### src/rtl/mem_access_unit.sv
// Load/store sequencer between a CPU request port and a single-port synchronous RAM.
// Each access is one request -> one RAM phase -> one-cycle response pulse.
module mem_access_unit #(
    parameter int DATA_SIZE    = 32,
    parameter int ADDRESS_SIZE = 16,
    parameter int READ_WAIT    = 1
) (
    input  logic                    clk,
    input  logic                    reset,
    input  logic                    req_valid,
    output logic                    req_ready,
    input  logic                    req_write,
    input  logic [ADDRESS_SIZE-1:0] req_address,
    input  logic [DATA_SIZE-1:0]    req_wdata,
    output logic                    resp_valid,
    output logic [DATA_SIZE-1:0]    resp_rdata,
    output logic                    mem_enable,
    output logic                    mem_read_write,
    output logic [ADDRESS_SIZE-1:0] mem_address,
    output logic [DATA_SIZE-1:0]    mem_data_in,
    input  logic [DATA_SIZE-1:0]    mem_data_out,
    output logic [15:0]             rd_count,
    output logic [15:0]             wr_count
);

    typedef enum logic [1:0] {
        IDLE,
        WRITE,
        READ,
        RESP
    } state_t;

    state_t     state;
    state_t     state_next;
    logic [3:0] wait_cnt;
    logic       is_store;

    // NOTE: every output of this block gets a default before the case so no path leaves one unassigned (no latch).
    always_comb begin
        state_next = state;
        req_ready  = 1'b0;
        mem_enable = 1'b0;
        resp_valid = 1'b0;
        case (state)
            IDLE: begin
                req_ready = 1'b1;
                if (req_valid) state_next = req_write ? WRITE : READ;
            end
            WRITE: begin
                mem_enable = 1'b1;
                state_next = RESP;
            end
            READ: begin
                mem_enable = 1'b1;
                if (wait_cnt == 4'd0) state_next = RESP;
            end
            RESP: begin
                resp_valid = 1'b1;
                state_next = IDLE;
            end
            default: state_next = IDLE;
        endcase
    end

    // NOTE: all state is updated with <= so every register samples pre-edge values of the others.
    always_ff @(posedge clk) begin
        if (reset) begin
            state          <= IDLE;
            wait_cnt       <= 4'd0;
            is_store       <= 1'b0;
            resp_rdata     <= '0;
            mem_read_write <= 1'b1;
            mem_address    <= '0;
            mem_data_in    <= '0;
            rd_count       <= 16'd0;
            wr_count       <= 16'd0;
        end else begin
            state <= state_next;
            case (state)
                IDLE: begin
                    if (req_valid) begin
                        mem_read_write <= ~req_write;
                        mem_address    <= req_address;
                        mem_data_in    <= req_wdata;
                        is_store       <= req_write;
                        wait_cnt       <= 4'(READ_WAIT);
                    end
                end
                WRITE: begin
                    // Back to read direction as soon as the single write cycle ends.
                    mem_read_write <= 1'b1;
                end
                READ: begin
                    if (wait_cnt == 4'd0) resp_rdata <= mem_data_out;
                    else                  wait_cnt   <= wait_cnt - 4'd1;
                end
                RESP: begin
                    if (is_store) begin
                        if (wr_count != 16'hFFFF) wr_count <= wr_count + 16'd1;
                    end else begin
                        if (rd_count != 16'hFFFF) rd_count <= rd_count + 16'd1;
                    end
                end
                default: ;
            endcase
        end
    end

endmodule

### config.mk
export PLATFORM = sky130hd
export DESIGN_NAME = mem_access_unit
export DESIGN_NICKNAME = d
export VERILOG_FILES = /design/src/rtl/mem_access_unit.sv
export SDC_FILE = /design/constraint.sdc
export NUM_CORES = 1
export LEC_CHECK = 0
export CORE_MARGIN = 2
export CORE_UTILIZATION = 32
export CTS_CLUSTER_DIAMETER = 150
export CTS_CLUSTER_SIZE = 24
export DETAILED_ROUTE_END_ITERATION = 8
export PLACE_DENSITY = 0.64
export REMOVE_ABC_BUFFERS = 1
export SLEW_MARGIN = 0
export SYNTH_ARGS = -nofsm -noshare
export SYNTH_HDL_FRONTEND = slang
export SYNTH_SLANG_ARGS = --single-unit
### constraint.sdc
create_clock -name clk -period 1.85 [get_ports clk]
set_input_delay 0.37 -clock clk [delete_from_list [all_inputs] [get_ports clk]]
set_output_delay 0.37 -clock clk [all_outputs]
set_load 0.05 [all_outputs]
Yosys cells after proc, flatten, opt, wreduce, memory -nomap -nowiden
Cells that the tools add are included.
W data, S select, Z words.
{ "classes": {"n_reduce_logical": 12, "add_sub_neg": 3, "muxes": 12, "bitwise": 2, "eq_ne": 8} }
{ "ops": {"columns": ["operator", "count"], "rows": [
  ["$add A16 B1 Y16 const B", 2],
  ["$ne A16 B16 Y1 const B", 2],
  ["$reduce_and A3 Y1", 3],
  ["$mux W4", 2],
  ["$pmux W2 S4", 1],
  ["$pmux W4 S2", 1],
  ["$reduce_and A2 Y1", 4],
  ["$mux W2", 3],
  ["$ne A2 B2 Y1 const B", 3],
  ["$eq A2 B2 Y1 const B", 2],
  ["$logic_not A4 Y1", 1],
  ["$mux W1", 4],
  ["$reduce_bool A2 Y1", 2],
  ["$sub A4 B1 Y4 const B", 1],
  ["$eq A2 B1 Y1 const B", 1],
  ["$logic_not A2 Y1", 1],
  ["$not A1 Y1", 2],
  ["$pmux W1 S2", 1],
  ["$reduce_or A2 Y1", 1]
]} }
{ "word_totals": {"ff_bits": 120, "in_bits": 84, "wordCells": 46, "out_inout_bits": 116} }

Logic depth before layout (Yosys ltp)
{ "logic_depth": {"depth_word": 3, "mapped_depth": 7} }

Worst setup path after synthesis
Ideal clock, no wire load.
{ "synth_path": {"path_kind": "register to register", "from": "reg state[0]", "to": "reg wr_count[15]", "arrival_time_ns": 2.327, "t_required_ns": 1.780, "setup_slack_ns": -0.548, "stages_incl_launch_ff": 7, "setup_ns": 0.070, "path_cell_list": "dfxtp_1 > ha_1 > nand2_1 > or4_1 > buf_2 > or4_1 > a21oi_1"} }
{ "synth_via": {"elab_chain_len": 2} }
{ "synth_rtl": {"columns": ["element", "line", "text"], "rows": [
  ["start: declaration", "33", "state_t state;"],
  ["start signal: assignment", "78", "state <= state_next;"],
  ["$eq A2 B2 Y1", "79", "case (state)"],
  ["$reduce_and A3 Y1 (no line)", null, null],
  ["end signal: assignment", "99", "if (wr_count != 16'hFFFF) wr_count <= wr_count + 16'd1;"],
  ["end: declaration", "23", "output logic [15:0] wr_count"]
]} }
Every way passes these cells.
A chain may end at the register's enable or synchronous reset.

Worst setup path after layout
{ "layout_path": {"from": "reg state[0]", "to": "reg wr_count[9]"} }
The elaborated chain is that of the path after synthesis.

==> impl_metrics.yaml <==
route:
  viasPerCell: 4.899
  drtIter0Drc: 283
  dr_wl_met3_um: 862
  drt-met1-wl_um: 6143
  drt-pass1-iter-count: 4
  ant_nets: 0
  vias: 5041
  drc: 0
  wl_per_cell_um: 14.03
  routed_wl_um: 14440
  dr.max_layer_used: "met4"
  wl_met2_um: 7172
global_routing:
  grt_overflow: 0
  antenna_found_initial: 0
  grt_max_degree: 51
  gr-usage-all-layers_pct: 17.54
  grt_pass1_wl_um: 22950
  grt_pass1_vias: 4809
layout:
  antennaDiodeCount: 0
  utilization_pct: 51.64
  fillCellCount: 1435
  layout-drive-gt1-share_pct: 22.95
  nNetsFinal: 921
  finalInstanceArea_um2: 7764
  area.growth.synth_to_final_pct: 59.43
  fin_cells: 1029
setup_path:
  required_ns: 2.19
  crit_arrival_ns: 2.17
  crit_fanout: 7
  worstSetupPathType: "reg -> reg"
  cp-end-kind: "flop"
  cp-start-kind: "flop"
floorplanning:
  fp.dieW_um: 127.4
  start_util_pct: 32.39
  io_pins: 200
  die_h_um: 127.4
  core_area_um2: 15030
  core.rowCount: 45
  die-area_um2: 16220
yosys:
  synth.distinct_cells: 49
  synthAdderAreaFrac_pct: 2.055
  yosysTopAreaCell: "dfxtp_1"
  synth_xor_area_share_pct: 0.3597
  avgSynthCellArea_um2: 8.036
  syn_inst: 606
  synth_compound_area_share_pct: 16.44
  netlist.area_leader.share_pct: 49.33
  synth_edf_count: 0
  yosys.area_share.simple_pct: 26.59
  yosys-top-cells-count: "179 x nand2_1, 120 x dfxtp_1, 104 x a21oi_1, 28 x clkbuf_1, 18 x nor2_1"
  ys_ff_latch: 120
  seq_area_frac_synth_pct: 49.33
  synth_flop_cell: "dfxtp_1"
  yosysMostFrequentCell: "nand2_1"
  synthTopCellsByArea: "dfxtp_1 49%, nand2_1 14%, a21oi_1 11%, clkbuf_1 2.2%, ha_1 2.1%"
  synth_top_family_by_area: "simple AND/OR/NAND/NOR gates"
  syn_area_um2: 4870
  synth.area.mux_share_pct: 1.542
  async_flop_share_pct: 0
  yosysWarnings: 0
pwr:
  p_sw_share_pct: 37.39
  p_leak_nw: 3.114
  power.internal_mw: 6.561
  p_sw_mw: 3.919
  clockPowerShare_pct: 31.9
  peakVddDrop_mv: 0.5924
  pwr-share-seq_pct: 30.9
  p_per_area_nw_per_um2: 1350
  pwr-share-comb_pct: 37.2
placement:
  portBuffers: 199
  placed_cell_area_um2: 7078
  gp_congestion: 0.8295
  place_inst: 995
  place_hpwl_um: 10280
clock_network:
  worstSkewPairLatency_ns: 0.42
  cts_buffer_depth: 2
  clkTransAtPathRegs_ns: 0.05
  clock-sinks: 120
  cts_hold_buf: 0
  cts_buffers: 17
  cts_max_level: 4
  cts_tree: "yes"
  cts-root-buf: "clkbuf_16"
timing:
  holdWs_ns: 0.3786
  rsz0062_at_grt: "yes"
  slew_violations: 0
  setup_violations: 0
  fin_crit_ns: 1.831
  hold_viol_final: 0
  max-slew-margin-rel_pct: 66.98
  fin_skew_ns: 0.008966
  setup_tns_ns: 0
  timing.final.crit_share_pct: 98.96
  tightest_slew_ns: 0.4972
  clock.fmax_mhz: 546.2
flow_run:
  cap_violations: 0
worst_hold_path:
  worstHoldPathType: "in -> reg"
status:
  status: "completed"
## power groups by stage
stage          Sequential (mW)  Clock, mW  Combinational, mW
3_5_place_dp              3.28          0               3.83
5_1_grt                   3.29       3.54               4.15
2_1_floorplan             4.53          0               1.09
4_1_cts                   3.24       3.43               3.82
6_report                  3.24       3.34               3.90
3_3_place_gp              3.26          0               3.78
## through the flow
| step | power, mW | worst slack [ns] |
|---|---|---|
| 2_1_floorplan | 5.620 | -0.8423 |
| 3_3_place_gp | 7.039 | -0.07962 |
| 3_5_place_dp | 7.108 | -0.1130 |
| 4_1_cts | 10.49 | 0.01642 |
| 5_1_grt | 10.98 | -0.03646 |
| 6_report | 10.48 | 0.01931 |
## worst paths after layout
| kind | cells past startpoint | slack [ns] | from | to |
|---|---|---|---|---|
| max reg2reg | 5 | 0.02 | state[0] | wr_count[9] |
| max | 5 | 0.02 | state[0] | wr_count[9] |
| min | 2 | 0.38 | reset | wr_count[8] |
| min reg2reg | 2 | 0.45 | resp_rdata[19] | resp_rdata[19] |
## logic make-up after synthesis
logic type	count (synthesis)
buf+inv	47
mux	7
xor+xnor	2
flops	120
fa+ha+maj	8
compound gates	143
simple gates	279
## area by class of cell
| class | count | area (um2) | share of cell area, % |
|---|---|---|---|
| clock buffer | 22 | 474.2 | 6.108 |
| clock inverter | 9 | 122.6 | 1.579 |
| inverter | 11 | 41.29 | 0.5318 |
| multi-input combinational | 439 | 2357 | 30.36 |
| sequential | 120 | 2406 | 30.99 |
| tap | 188 | 235.2 | 3.030 |
| timing repair buffer | 240 | 2127 | 27.40 |
## cells in the final DEF, fill, tap and decap left out, drive strengths merged, types with 2 or more instances in the layout
cell type      instances
o31ai                 12
dlygate4sd2           19
xor2                   2
clkdlybuf4s50         82
a311oi                 2
nor3                   6
nand3                 14
nor2                  18
nand2                179
nor2b                  7
ha                     8
a211oi                 2
and3                   4
o21a                   4
dfxtp                120
o21ai                 10
and4                   3
mux2                   4
nand2b                 4
nand4                  8
nor4                   7
a21oi                104
bufinv                 3
buf                  138
o211ai                 2
or3                    6
or4                   13
or3b                   2
mux2i                  3
clkbuf                23
inv                   11
clkinv                 5
and2                   2
## metal layers
| metal | global-route usage [%] | vias to the layer above |
|---|---|---|
| met4 | 6.529 | 0 |
| met1 | 20.51 | 2353 |
| met2 | 29.95 | 130 |
| li1 | - | 2533 |
| met5 | 0 | - |
| met3 | 5.779 | 25 |
## timing repair
item                                    CTS  global route
buffers inserted                          0             2
pin swaps                                 1             4
endpoints found under the setup margin   29            11
gates cloned                              0             1
gates resized for setup                  29             8
## worst max-delay path: stages, from the launching register on
cell and delay (ns):
dfxtp_2 0.35, ha_4 0.14, nand2_1 0.07, or4_4 0.56, or4_1 0.49, a21oi_1 0.15
## state kept, by name, summed over array words and instances, names as in the netlist
register and count:
rd_count 16, resp_rdata 32, wait_cnt 4, state 2
mem_address 16, mem_data_in 32, mem_read_write 1, wr_count 16
is_store 1
Power figures use the tool's default switching activity.
